### config.mk
export PLATFORM = sky130hd
export DESIGN_NAME = validator_slider
export DESIGN_NICKNAME = d
export VERILOG_FILES = /design/src/rtl/validator_pkg.sv /design/src/rtl/slide_geometry.sv /design/src/rtl/validator_slider.sv
export SDC_FILE = /design/constraint.sdc
export NUM_CORES = 1
export LEC_CHECK = 0
export ABC_CLOCK_PERIOD_IN_PS = 5000
export BUFFER_PORTS_ARGS = -buffer_cell sky130_fd_sc_hd__buf_4
export CORE_MARGIN = 2
export CORE_UTILIZATION = 56
export CTS_BUF_LIST = sky130_fd_sc_hd__clkbuf_4 sky130_fd_sc_hd__clkbuf_8 sky130_fd_sc_hd__clkbuf_16
export CTS_CLUSTER_SIZE = 25
export DETAILED_ROUTE_END_ITERATION = 8
export HOLD_SLACK_MARGIN = 0.08
export PLACE_DENSITY_LB_ADDON = 0.15
export SLEW_MARGIN = 20
export SYNTH_ARGS = -nofsm -noshare
export SYNTH_HDL_FRONTEND = slang
export SYNTH_SLANG_ARGS = --single-unit
### constraint.sdc
create_clock -name i_clk -period 5 [get_ports i_clk]
set_input_delay 0.5 -clock i_clk [delete_from_list [all_inputs] [get_ports i_clk]]
set_output_delay 0.5 -clock i_clk [all_outputs]
set_load 0.03 [all_outputs]
### src/rtl/validator_pkg.sv
// validator_pkg
// Shared encodings for the per-piece move validators: mode codes,
// FSM state encoding, per-axis step direction and the empty-square code.
package validator_pkg;

    localparam logic [1:0] MODE_ROOK   = 2'd0;
    localparam logic [1:0] MODE_BISHOP = 2'd1;
    localparam logic [1:0] MODE_QUEEN  = 2'd2;

    localparam int EMPTY_SQUARE = 0;

    typedef enum logic [1:0] {
        ST_IDLE  = 2'd0,
        ST_CHECK = 2'd1,
        ST_SCAN  = 2'd2,
        ST_DONE  = 2'd3
    } state_e;

    typedef enum logic [1:0] {
        DIR_ZERO = 2'd0,
        DIR_POS  = 2'd1,
        DIR_NEG  = 2'd2
    } dir_e;

endpackage

### src/rtl/slide_geometry.sv
// slide_geometry
// Purely combinational move geometry: from origin, destination and mode it
// produces legality, per-axis step direction and the path length
// (steps = max(dx, dy)). Shared with the king and knight distance checks.
import validator_pkg::*;

module slide_geometry #(
    parameter int COORD_W = 3
) (
    input  logic [COORD_W-1:0] i_piece_x,
    input  logic [COORD_W-1:0] i_piece_y,
    input  logic [COORD_W-1:0] i_move_x,
    input  logic [COORD_W-1:0] i_move_y,
    input  logic [1:0]         i_mode,
    output logic               o_legal,
    output dir_e               o_dir_x,
    output dir_e               o_dir_y,
    output logic [COORD_W-1:0] o_steps
);

    logic [COORD_W-1:0] w_dx;
    logic [COORD_W-1:0] w_dy;
    logic               w_rookOk;
    logic               w_bishopOk;

    // Absolute distance and step direction along each axis, never wrapping
    always_comb begin
        w_dx    = '0;
        w_dy    = '0;
        o_dir_x = DIR_ZERO;
        o_dir_y = DIR_ZERO;
        if (i_move_x > i_piece_x) begin
            w_dx    = i_move_x - i_piece_x;
            o_dir_x = DIR_POS;
        end else if (i_move_x < i_piece_x) begin
            w_dx    = i_piece_x - i_move_x;
            o_dir_x = DIR_NEG;
        end
        if (i_move_y > i_piece_y) begin
            w_dy    = i_move_y - i_piece_y;
            o_dir_y = DIR_POS;
        end else if (i_move_y < i_piece_y) begin
            w_dy    = i_piece_y - i_move_y;
            o_dir_y = DIR_NEG;
        end
    end

    // Line shape tests, mode selection and path length
    always_comb begin
        w_rookOk   = (w_dx == '0) != (w_dy == '0);
        w_bishopOk = (w_dx == w_dy) && (w_dx != '0);
        o_steps    = (w_dx > w_dy) ? w_dx : w_dy;
        o_legal    = 1'b0;
        case (i_mode)
            MODE_ROOK:   o_legal = w_rookOk;
            MODE_BISHOP: o_legal = w_bishopOk;
            MODE_QUEEN:  o_legal = w_rookOk || w_bishopOk;
            default:     o_legal = 1'b0;
        endcase
    end

endmodule

### src/rtl/validator_slider.sv
// validator_slider
// Path validator for rook, bishop and queen. Checks move geometry, then walks
// every intermediate square through the board-memory read port (one-cycle
// read latency) and stops at the first occupied square.
// Optional feature macro: VALIDATOR_SLIDER_BLOCKER_EN reports the first
// blocking square (or the destination) on blocker_x/y; otherwise they are 0.
import validator_pkg::*;

module validator_slider #(
    parameter int COORD_W = 3,
    parameter int PIECE_W = 4
) (
    input  logic                 i_clk,
    input  logic                 i_rst_n,
    input  logic                 i_start_validation,
    input  logic [1:0]           i_mode,
    input  logic [COORD_W-1:0]   i_piece_x,
    input  logic [COORD_W-1:0]   i_piece_y,
    input  logic [COORD_W-1:0]   i_move_x,
    input  logic [COORD_W-1:0]   i_move_y,
    input  logic [PIECE_W-1:0]   i_piece_read,
    output logic [2*COORD_W-1:0] o_address_validator,
    output logic                 o_busy,
    output logic                 o_slider_complete,
    output logic                 o_slider_valid,
    output logic [COORD_W-1:0]   o_blocker_x,
    output logic [COORD_W-1:0]   o_blocker_y
);

    state_e             r_state;
    state_e             w_nextState;
    logic [1:0]         r_mode;
    logic [COORD_W-1:0] r_pieceX;
    logic [COORD_W-1:0] r_pieceY;
    logic [COORD_W-1:0] r_moveX;
    logic [COORD_W-1:0] r_moveY;
    logic [COORD_W-1:0] r_k;
    logic               r_valid;

    logic               w_legal;
    dir_e               w_dirX;
    dir_e               w_dirY;
    logic [COORD_W-1:0] w_steps;
    logic [COORD_W-1:0] w_scanX;
    logic [COORD_W-1:0] w_scanY;
    logic               w_accept;
    logic               w_hit;
    logic               w_last;
    logic               w_finishCheck;
    logic               w_finishScan;

    // Square k along one axis; a legal path always stays on the board,
    // so plain COORD_W-bit arithmetic never wraps.
    function automatic logic [COORD_W-1:0] stepCoord(
        input logic [COORD_W-1:0] origin,
        input dir_e               dir,
        input logic [COORD_W-1:0] k
    );
        logic [COORD_W-1:0] result;
        case (dir)
            DIR_POS: result = origin + k;
            DIR_NEG: result = origin - k;
            default: result = origin;
        endcase
        return result;
    endfunction

    slide_geometry #(.COORD_W(COORD_W)) u_geometry (
        .i_piece_x (r_pieceX),
        .i_piece_y (r_pieceY),
        .i_move_x  (r_moveX),
        .i_move_y  (r_moveY),
        .i_mode    (r_mode),
        .o_legal   (w_legal),
        .o_dir_x   (w_dirX),
        .o_dir_y   (w_dirY),
        .o_steps   (w_steps)
    );

    assign w_accept      = (r_state == ST_IDLE) && i_start_validation;
    assign w_scanX       = stepCoord(r_pieceX, w_dirX, r_k);
    assign w_scanY       = stepCoord(r_pieceY, w_dirY, r_k);
    assign w_hit         = (r_k != COORD_W'(1)) && (i_piece_read != PIECE_W'(EMPTY_SQUARE));
    assign w_last        = (r_k == w_steps);
    assign w_finishCheck = (r_state == ST_CHECK) && (w_nextState == ST_DONE);
    assign w_finishScan  = (r_state == ST_SCAN) && (w_nextState == ST_DONE);

    // State register
    always_ff @(posedge i_clk or negedge i_rst_n) begin
        if (!i_rst_n) r_state <= ST_IDLE;
        else          r_state <= w_nextState;
    end

    // Next-state: the first SCAN cycle only issues an address, later ones also compare
    always_comb begin
        w_nextState = r_state;
        case (r_state)
            ST_IDLE:  if (i_start_validation) w_nextState = ST_CHECK;
            ST_CHECK: w_nextState = (!w_legal || (w_steps <= COORD_W'(1))) ? ST_DONE : ST_SCAN;
            ST_SCAN:  if (w_hit || w_last) w_nextState = ST_DONE;
            default:  w_nextState = ST_IDLE;
        endcase
    end

    // Capture the request so later input changes cannot disturb it
    always_ff @(posedge i_clk or negedge i_rst_n) begin
        if (!i_rst_n) begin
            r_mode   <= '0;
            r_pieceX <= '0;
            r_pieceY <= '0;
            r_moveX  <= '0;
            r_moveY  <= '0;
        end else if (w_accept) begin
            r_mode   <= i_mode;
            r_pieceX <= i_piece_x;
            r_pieceY <= i_piece_y;
            r_moveX  <= i_move_x;
            r_moveY  <= i_move_y;
        end
    end

    // Path index k: 1 on entering SCAN, advancing each scan cycle, 0 otherwise
    always_ff @(posedge i_clk or negedge i_rst_n) begin
        if (!i_rst_n)                     r_k <= '0;
        else if (w_nextState == ST_SCAN)  r_k <= (r_state == ST_SCAN) ? r_k + COORD_W'(1) : COORD_W'(1);
        else                              r_k <= '0;
    end

    // Result flag, loaded on the edge that enters DONE
    always_ff @(posedge i_clk or negedge i_rst_n) begin
        if (!i_rst_n)           r_valid <= 1'b0;
        else if (w_accept)      r_valid <= 1'b0;
        else if (w_finishCheck) r_valid <= w_legal;
        else if (w_finishScan)  r_valid <= !w_hit;
    end

`ifdef VALIDATOR_SLIDER_BLOCKER_EN
    logic [COORD_W-1:0] r_blockerX;
    logic [COORD_W-1:0] r_blockerY;
    logic [COORD_W-1:0] w_prevX;
    logic [COORD_W-1:0] w_prevY;

    assign w_prevX = stepCoord(r_pieceX, w_dirX, r_k - COORD_W'(1));
    assign w_prevY = stepCoord(r_pieceY, w_dirY, r_k - COORD_W'(1));

    // Blocking square on a blocked result, destination otherwise
    always_ff @(posedge i_clk or negedge i_rst_n) begin
        if (!i_rst_n) begin
            r_blockerX <= '0;
            r_blockerY <= '0;
        end else if (w_finishScan && w_hit) begin
            r_blockerX <= w_prevX;
            r_blockerY <= w_prevY;
        end else if (w_finishCheck || w_finishScan) begin
            r_blockerX <= r_moveX;
            r_blockerY <= r_moveY;
        end
    end

    assign o_blocker_x = r_blockerX;
    assign o_blocker_y = r_blockerY;
`else
    assign o_blocker_x = '0;
    assign o_blocker_y = '0;
`endif

    // Only intermediate squares are addressed; the destination is never read
    assign o_address_validator = ((r_state == ST_SCAN) && (r_k < w_steps)) ?
                                 {w_scanX, w_scanY} : {r_pieceX, r_pieceY};
    assign o_busy              = (r_state == ST_CHECK) || (r_state == ST_SCAN);
    assign o_slider_complete   = (r_state == ST_DONE);
    assign o_slider_valid      = r_valid;

endmodule

==> results of run 1 <==
-- cells in the mapped netlist (all sizes together), types with 2 or more instances --
master	number
fa	6
a21oi	6
o21ai	6
nand3	8
nor3b	2
dfrtp	20
mux2	16
mux2i	4
and3	3
nor2b	3
inv	26
buf	6
nand2b	7
ha	22
o2111ai	2
nand2	13
xnor2	8
nor2	12
nor3	2
a211oi	2
-- layout make-up --
class                      instances  area [um2]
clock buffer                       4        36.3
fill                             269        1110
inverter                          26        97.6
multi-input combinational        146        1310
sequential                        20         500
tap                               46        57.6
timing repair buffer              30         228
-- final timing paths --
check	from	end	cells after the start
max in group asynchronous	i_rst_n	r_moveX[0]$_DFFE_PN0P_	2
min reg2reg	r_pieceX[2]$_DFFE_PN0P_	r_pieceX[2]$_DFFE_PN0P_	1
min	i_piece_y[0]	r_pieceY[0]$_DFFE_PN0P_	2
max reg2reg	r_pieceY[1]$_DFFE_PN0P_	r_k[1]$_DFF_PN0_	15
min in group asynchronous	i_rst_n	r_pieceY[1]$_DFFE_PN0P_	2
max	r_pieceY[1]$_DFFE_PN0P_	o_address_validator[4]	15
-- through the flow --
stage                     hold slack, ns  std cells  area, um2  utilization
after floorplan                    0.204        199       1950            -
after global placement             0.389        267       2180        0.653
after detailed placement           0.393        267       2180        0.653
after CTS                          0.427        272       2230        0.667
after global routing               0.417        272       2230        0.667
final                              0.429        272       2230        0.667
-- per-layer routing --
metal | track usage | up-vias | routed length, um
met1 | 0.276 | 705 | 1760
met2 | 0.347 | 21 | 1880
met5 | 0 | - | 0
met4 | 0.0417 | 0 | 27
li1 | - | 721 | -
met3 | 0.0108 | 4 | 59
-- layout by cell type, fill, tap and decap left out, drive strengths merged, types with 3 or more instances in the layout --
cell type and count:
dfrtp 20, nand2b 7, and3 3, o21ai 6, a21oi 6, inv 26
nor2b 3, xnor2 8, mux2i 4, nand3 8, buf 29, nand2 13
conb 6, clkbuf 4, mux2 16, fa 6, nor2 12, ha 22
-- registers in the layout, summed over array words and instances (netlist names) --
register        cells
r_k                 3
r_moveX             3
r_moveY             3
r_pieceX            3
r_pieceY            3
r_mode              2
r_state             2
o_slider_valid      1
-- cells by family (layout without fill, tap and decap cells) --
| family | after synthesis | count (layout) |
|---|---|---|
| AO/OA/AOI/OAI | 27 | 27 |
| XOR/XNOR | 8 | 8 |
| adder cells (fa/ha/maj) | 29 | 29 |
| buffers and inverters | 33 | 60 |
| flip-flops | 20 | 20 |
| multiplexers | 20 | 20 |
| other | 1 | 6 |
| AND/OR/NAND/NOR | 56 | 56 |
-- worst reg2reg max path: stages (launching register included) --
cell and delay [ns]:
sky130_fd_sc_hd__dfrtp_1 0.47, sky130_fd_sc_hd__inv_1 0.12, sky130_fd_sc_hd__ha_1 0.40, sky130_fd_sc_hd__nand2b_4 0.10, sky130_fd_sc_hd__a221o_1 0.30, sky130_fd_sc_hd__a31o_1 0.24
sky130_fd_sc_hd__ha_1 0.33, sky130_fd_sc_hd__nand2_1 0.06, sky130_fd_sc_hd__o21ai_1 0.27, sky130_fd_sc_hd__mux2i_1 0.32, sky130_fd_sc_hd__inv_1 0.07, sky130_fd_sc_hd__ha_1 0.28
sky130_fd_sc_hd__and3_1 0.16, sky130_fd_sc_hd__a211oi_2 0.27, sky130_fd_sc_hd__a21oi_2 0.14, sky130_fd_sc_hd__nor3b_1 0.22
==> flow_summary.json, run 1 <==
{
  "status": "finished clean",
  "tritoncts": "yes",
  "compound_gate_fraction_of_synth_area": 0.131,
  "synth-adder-area-share": 0.210,
  "route.final.wire_length_mm": 3.73,
  "globalRoute.totalOverflow": 0,
  "min_period_ns": 4.63,
  "port_buffers": 29,
  "hold_viol_final": 0,
  "dpl.hpwl_mm": 3.11,
  "count_of_distinct_cell_types_in_the_synthesized_netlist": 52,
  "coreArea_um2": 3340,
  "initial_utilization": 0.580,
  "synth-edff-count": 0,
  "final.period_utilization": 0.926,
  "worst_path_most_repeated_cell": "sky130_fd_sc_hd__ha_1",
  "dr_total_vias": 1451,
  "postCtsResizedCells": 0,
  "ioPinCount": 36,
  "rsz0062_at_grt": "no",
  "wl_per_cell_um": 13.7,
  "layout_setup_ws_ns": 0.369,
  "synth_top_cells_by_area": "sky130_fd_sc_hd__dfrtp_1, sky130_fd_sc_hd__ha_1, sky130_fd_sc_hd__mux2_2",
  "synth_largest_area_cell": "sky130_fd_sc_hd__dfrtp_1",
  "timing.hold.worst.class": "in2reg",
  "asyncSetResetFlopFracSynth": 1.00,
  "viasPerCell": 5.33,
  "cts-root-buf": "sky130_fd_sc_hd__clkbuf_4",
  "postSynth.topFlopCell": "sky130_fd_sc_hd__dfrtp_1",
  "area_growth_pct": 15.1,
  "synthesis.instances": 194,
  "floorplan.die_area_um2": 3940,
  "drc_violation_total_after_the_first_tritonroute_iteration": 110,
  "pre_cts_ws_ns": 0.694,
  "timing.critical_path.max_delay_family": "adder cells",
  "fraction_of_final_layout_cells_with_drive_strength_greater_than_1": 0.292,
  "clk_pin_slew_worst_paths_ns": 0.11,
  "synth.cell_area_um2": 1930,
  "initial_antenna_violation_count": 0,
  "grt_start_max_net_pins": 21,
  "cts_max_level": 1,
  "antenna-diode-count": 0,
  "worst-path-buf-inv": 2,
  "antenna_violating_nets_post_route": 0,
  "critPathRequiredTime_ns": 4.50,
  "clockBufferDepth": 2,
  "critPathLaunchType": "register",
  "yosys_register_bits": 20,
  "yosysTopAreaCellShare": 0.259,
  "cts_made_buffers": 3,
  "post-cts-setup-buffers": 0,
  "cts_num_sinks": 20,
  "timing.setup.critical_path_class": "reg2out",
  "rows": 21,
  "worst_slew_pin_slew_ns": 0.623,
  "timing.max_cap.violations": 0,
  "synth_warnings": 0,
  "die_y_um": 62.8,
  "crit_fanout": 5,
  "synth.area.mux_share": 0.116,
  "grt_usage": 0.199,
  "drt_drc_violations_left": 0,
  "r2r_slack_ns": 1.18,
  "firstDrtPassIters": 4,
  "synth_simple_gate_area_frac": 0.170,
  "die_x_um": 62.8,
  "crit_slowest_cell": "sky130_fd_sc_hd__dfrtp_1",
  "final-setup-viol-count": 0,
  "fmaxAchievable_mhz": 216,
  "synthXorXnorAreaFrac": 0.0362,
  "timing.clock.skew_ns": 0.00105,
  "timing.critical_path.cells": "inv_1, ha_1, nand2b_4, a221o_1, a31o_1, ha_1, nand2_1, o21ai_1, nand2_2, mux2i_1, ha_1, maj3_2, o211ai_2, mux2_1, buf_4",
  "drv_slew": 0,
  "critical_path_arrival_ns": 4.13,
  "grt_first_pass_wirelength_mm": 6.41,
  "cts-hold-fix-buffers": 1,
  "slew-limit-headroom": 0.584,
  "largest_family_of_logic_cells_by_synthesized_area": "adder cells",
  "seq_area_frac_synth": 0.259,
  "num-nets-final": 276,
  "syn-mean-instance-area_um2": 9.97,
  "finalSetupTns_ns": 0,
  "gp_congestion": 0.808,
  "endpoint_kind": "output port",
  "grt_pass1_vias": 1461,
  "clock_latency_ns": 0.29,
  "critical-path-max-stage-delay_ns": 0.47
}
Power of run 1 is not shown: default switching activity piles up to over one toggle a cycle in this logic, so the estimate is an artifact.
==> run 2: changes to the inputs <==
PLACE_DENSITY = 0.83   (was unset)
PLACE_DENSITY_LB_ADDON = unset   (was 0.15)
==> run 2 against run 1 <==
Against the previous run: sequential share of layout area grew 0.14 points; core utilization down 0.41 points; non-clock buffer count stayed put; flip-flop and latch count unchanged; clock-buffer cell count down 1; wire length is 0.27% lower; global-route usage increased by 0.73 points; first-iteration DRC count down 52%; final area decreased by 0.62%; register-to-register slack got worse by 0.08 ns; die area stayed put; clock skew increased by 0.00097 ns; largest cell class unchanged; highest routed layer unchanged.
==> flow_summary.json, run 2 (synthesized netlist as in run 1, its figures left out) <==
{
  "status": "finished clean",
  "dpl.hpwl_mm": 3.07,
  "initial_utilization": 0.580,
  "cts_made_buffers": 3,
  "num-nets-final": 276,
  "crit_start": "r_pieceY[1]$_DFFE_PN0P_",
  "fraction_of_final_layout_cells_with_drive_strength_greater_than_1": 0.289,
  "endpoint_kind": "output port",
  "clock_latency_ns": 0.30,
  "antenna-diode-count": 0,
  "clk_pin_slew_worst_paths_ns": 0.10,
  "layout_commonest_cell": "sky130_fd_sc_hd__buf_4",
  "wl_per_cell_um": 13.7,
  "worst_r2r_dst": "r_k[2]$_DFF_PN0_",
  "tritoncts": "yes",
  "coreArea_um2": 3340,
  "firstDrtPassIters": 5,
  "gp_congestion": 0.806,
  "port_buffers": 29,
  "critical_path_arrival_ns": 4.20,
  "final-setup-viol-count": 0,
  "cts-root-buf": "sky130_fd_sc_hd__clkbuf_4",
  "critPathLaunchType": "register",
  "rsz0062_at_grt": "no",
  "fmaxAchievable_mhz": 213,
  "timing.critical_path.cells": "inv_1, ha_1, nand2b_4, a221o_1, a31o_1, ha_1, nand2_1, o21ai_1, mux2i_1, inv_1, ha_1, inv_1, o211ai_2, mux2_1, buf_4",
  "timing.max_cap.violations": 0,
  "top_library_cells_by_usage_in_the_layout_fill_and_taps_aside": "sky130_fd_sc_hd__buf_4, sky130_fd_sc_hd__inv_1, sky130_fd_sc_hd__ha_1",
  "clockBufferDepth": 2,
  "initial_antenna_violation_count": 0,
  "r2r_start": "r_pieceY[1]$_DFFE_PN0P_",
  "final_standard_cell_utilization_of_the_core": 0.663,
  "grt_start_max_net_pins": 21,
  "die_x_um": 62.8,
  "drv_slew": 0,
  "grt_first_pass_wirelength_mm": 6.49,
  "drt_drc_violations_left": 0,
  "grt_usage": 0.206,
  "post-cts-setup-buffers": 0,
  "rows": 21,
  "timing.critical_path.max_delay_family": "adder cells",
  "antenna_violating_nets_post_route": 0,
  "area_growth_pct": 14.4,
  "critPathRequiredTime_ns": 4.50,
  "cts_num_sinks": 20,
  "postCtsResizedCells": 0,
  "floorplan.die_area_um2": 3940,
  "globalRoute.totalOverflow": 0,
  "cts_max_level": 1,
  "worst_setup_path_endpoint": "o_address_validator[4]",
  "logic_depth_of_the_worst_setup_path_including_buffers": 15,
  "r2r_slack_ns": 1.10,
  "ioPinCount": 36,
  "grt_pass1_vias": 1484,
  "worst_slew_pin_slew_ns": 0.702,
  "slew-limit-headroom": 0.531,
  "crit_slowest_cell": "sky130_fd_sc_hd__dfrtp_1",
  "hold_viol_final": 0,
  "drc_violation_total_after_the_first_tritonroute_iteration": 53,
  "viasPerCell": 5.44,
  "min_period_ns": 4.70,
  "timing.clock.skew_ns": 0.00202,
  "route.final.wire_length_mm": 3.72,
  "critical-path-max-stage-delay_ns": 0.47,
  "final.period_utilization": 0.940,
  "timing.hold.worst.class": "in2reg",
  "reg2regPathDepth": 15,
  "dr_total_vias": 1474,
  "worst-path-buf-inv": 4,
  "crit_fanout": 5,
  "cts-hold-fix-buffers": 1,
  "die_y_um": 62.8,
  "finalSetupTns_ns": 0,
  "timing.setup.critical_path_class": "reg2out"
}
[run 2: changes by cell type in the layout (fill, tap and decap cells not counted), sizes merged]
cell and delta:
clkbuf -1
[run 2: cell type report]
type | count | area, um2
tap | 46 | 57.6
fill | 298 | 1120
multi-input combinational | 146 | 1310
clock buffer | 3 | 22.5
sequential | 20 | 500
inverter | 26 | 97.6
timing repair buffer | 30 | 228
[run 2: routing by layer]
layer	GRT usage	vias up	wire length [um]
met2	0.368	18	1910
met5	0	-	0
met1	0.260	738	1690
met4	0.0778	0	55
li1	-	713	-
met3	0.0162	5	60
[run 2: worst min path at each step]
| stage | start | to | slack (ns) | depth (start not counted) |
|---|---|---|---|---|
| 3_5_place_dp | i_rst_n | r_mode[1]$_DFFE_PN0P_ | 0.39 | 1 |
| 2_1_floorplan | i_rst_n | o_slider_valid$_DFFE_PN0P_ | 0.20 | 0 |
| 4_1_cts | i_move_y[2] | r_moveY[2]$_DFFE_PN0P_ | 0.42 | 2 |
| 5_1_grt | i_mode[0] | r_mode[0]$_DFFE_PN0P_ | 0.41 | 2 |
| 6_report | i_mode[1] | r_mode[1]$_DFFE_PN0P_ | 0.42 | 2 |
| 3_3_place_gp | i_rst_n | r_pieceX[2]$_DFFE_PN0P_ | 0.39 | 1 |
[run 2: per-stage QoR]
stage | area (um2) | hold slack, ns | setup WS, ns | cells
floorplan | 1950 | 0.204 | 0.886 | 199
global placement | 2180 | 0.394 | 0.815 | 267
detailed placement | 2180 | 0.395 | 0.654 | 267
CTS | 2210 | 0.418 | 0.313 | 271
global route | 2210 | 0.406 | 0.0670 | 271
finish | 2210 | 0.423 | 0.298 | 271
Power of run 2 is left out for the same reason.
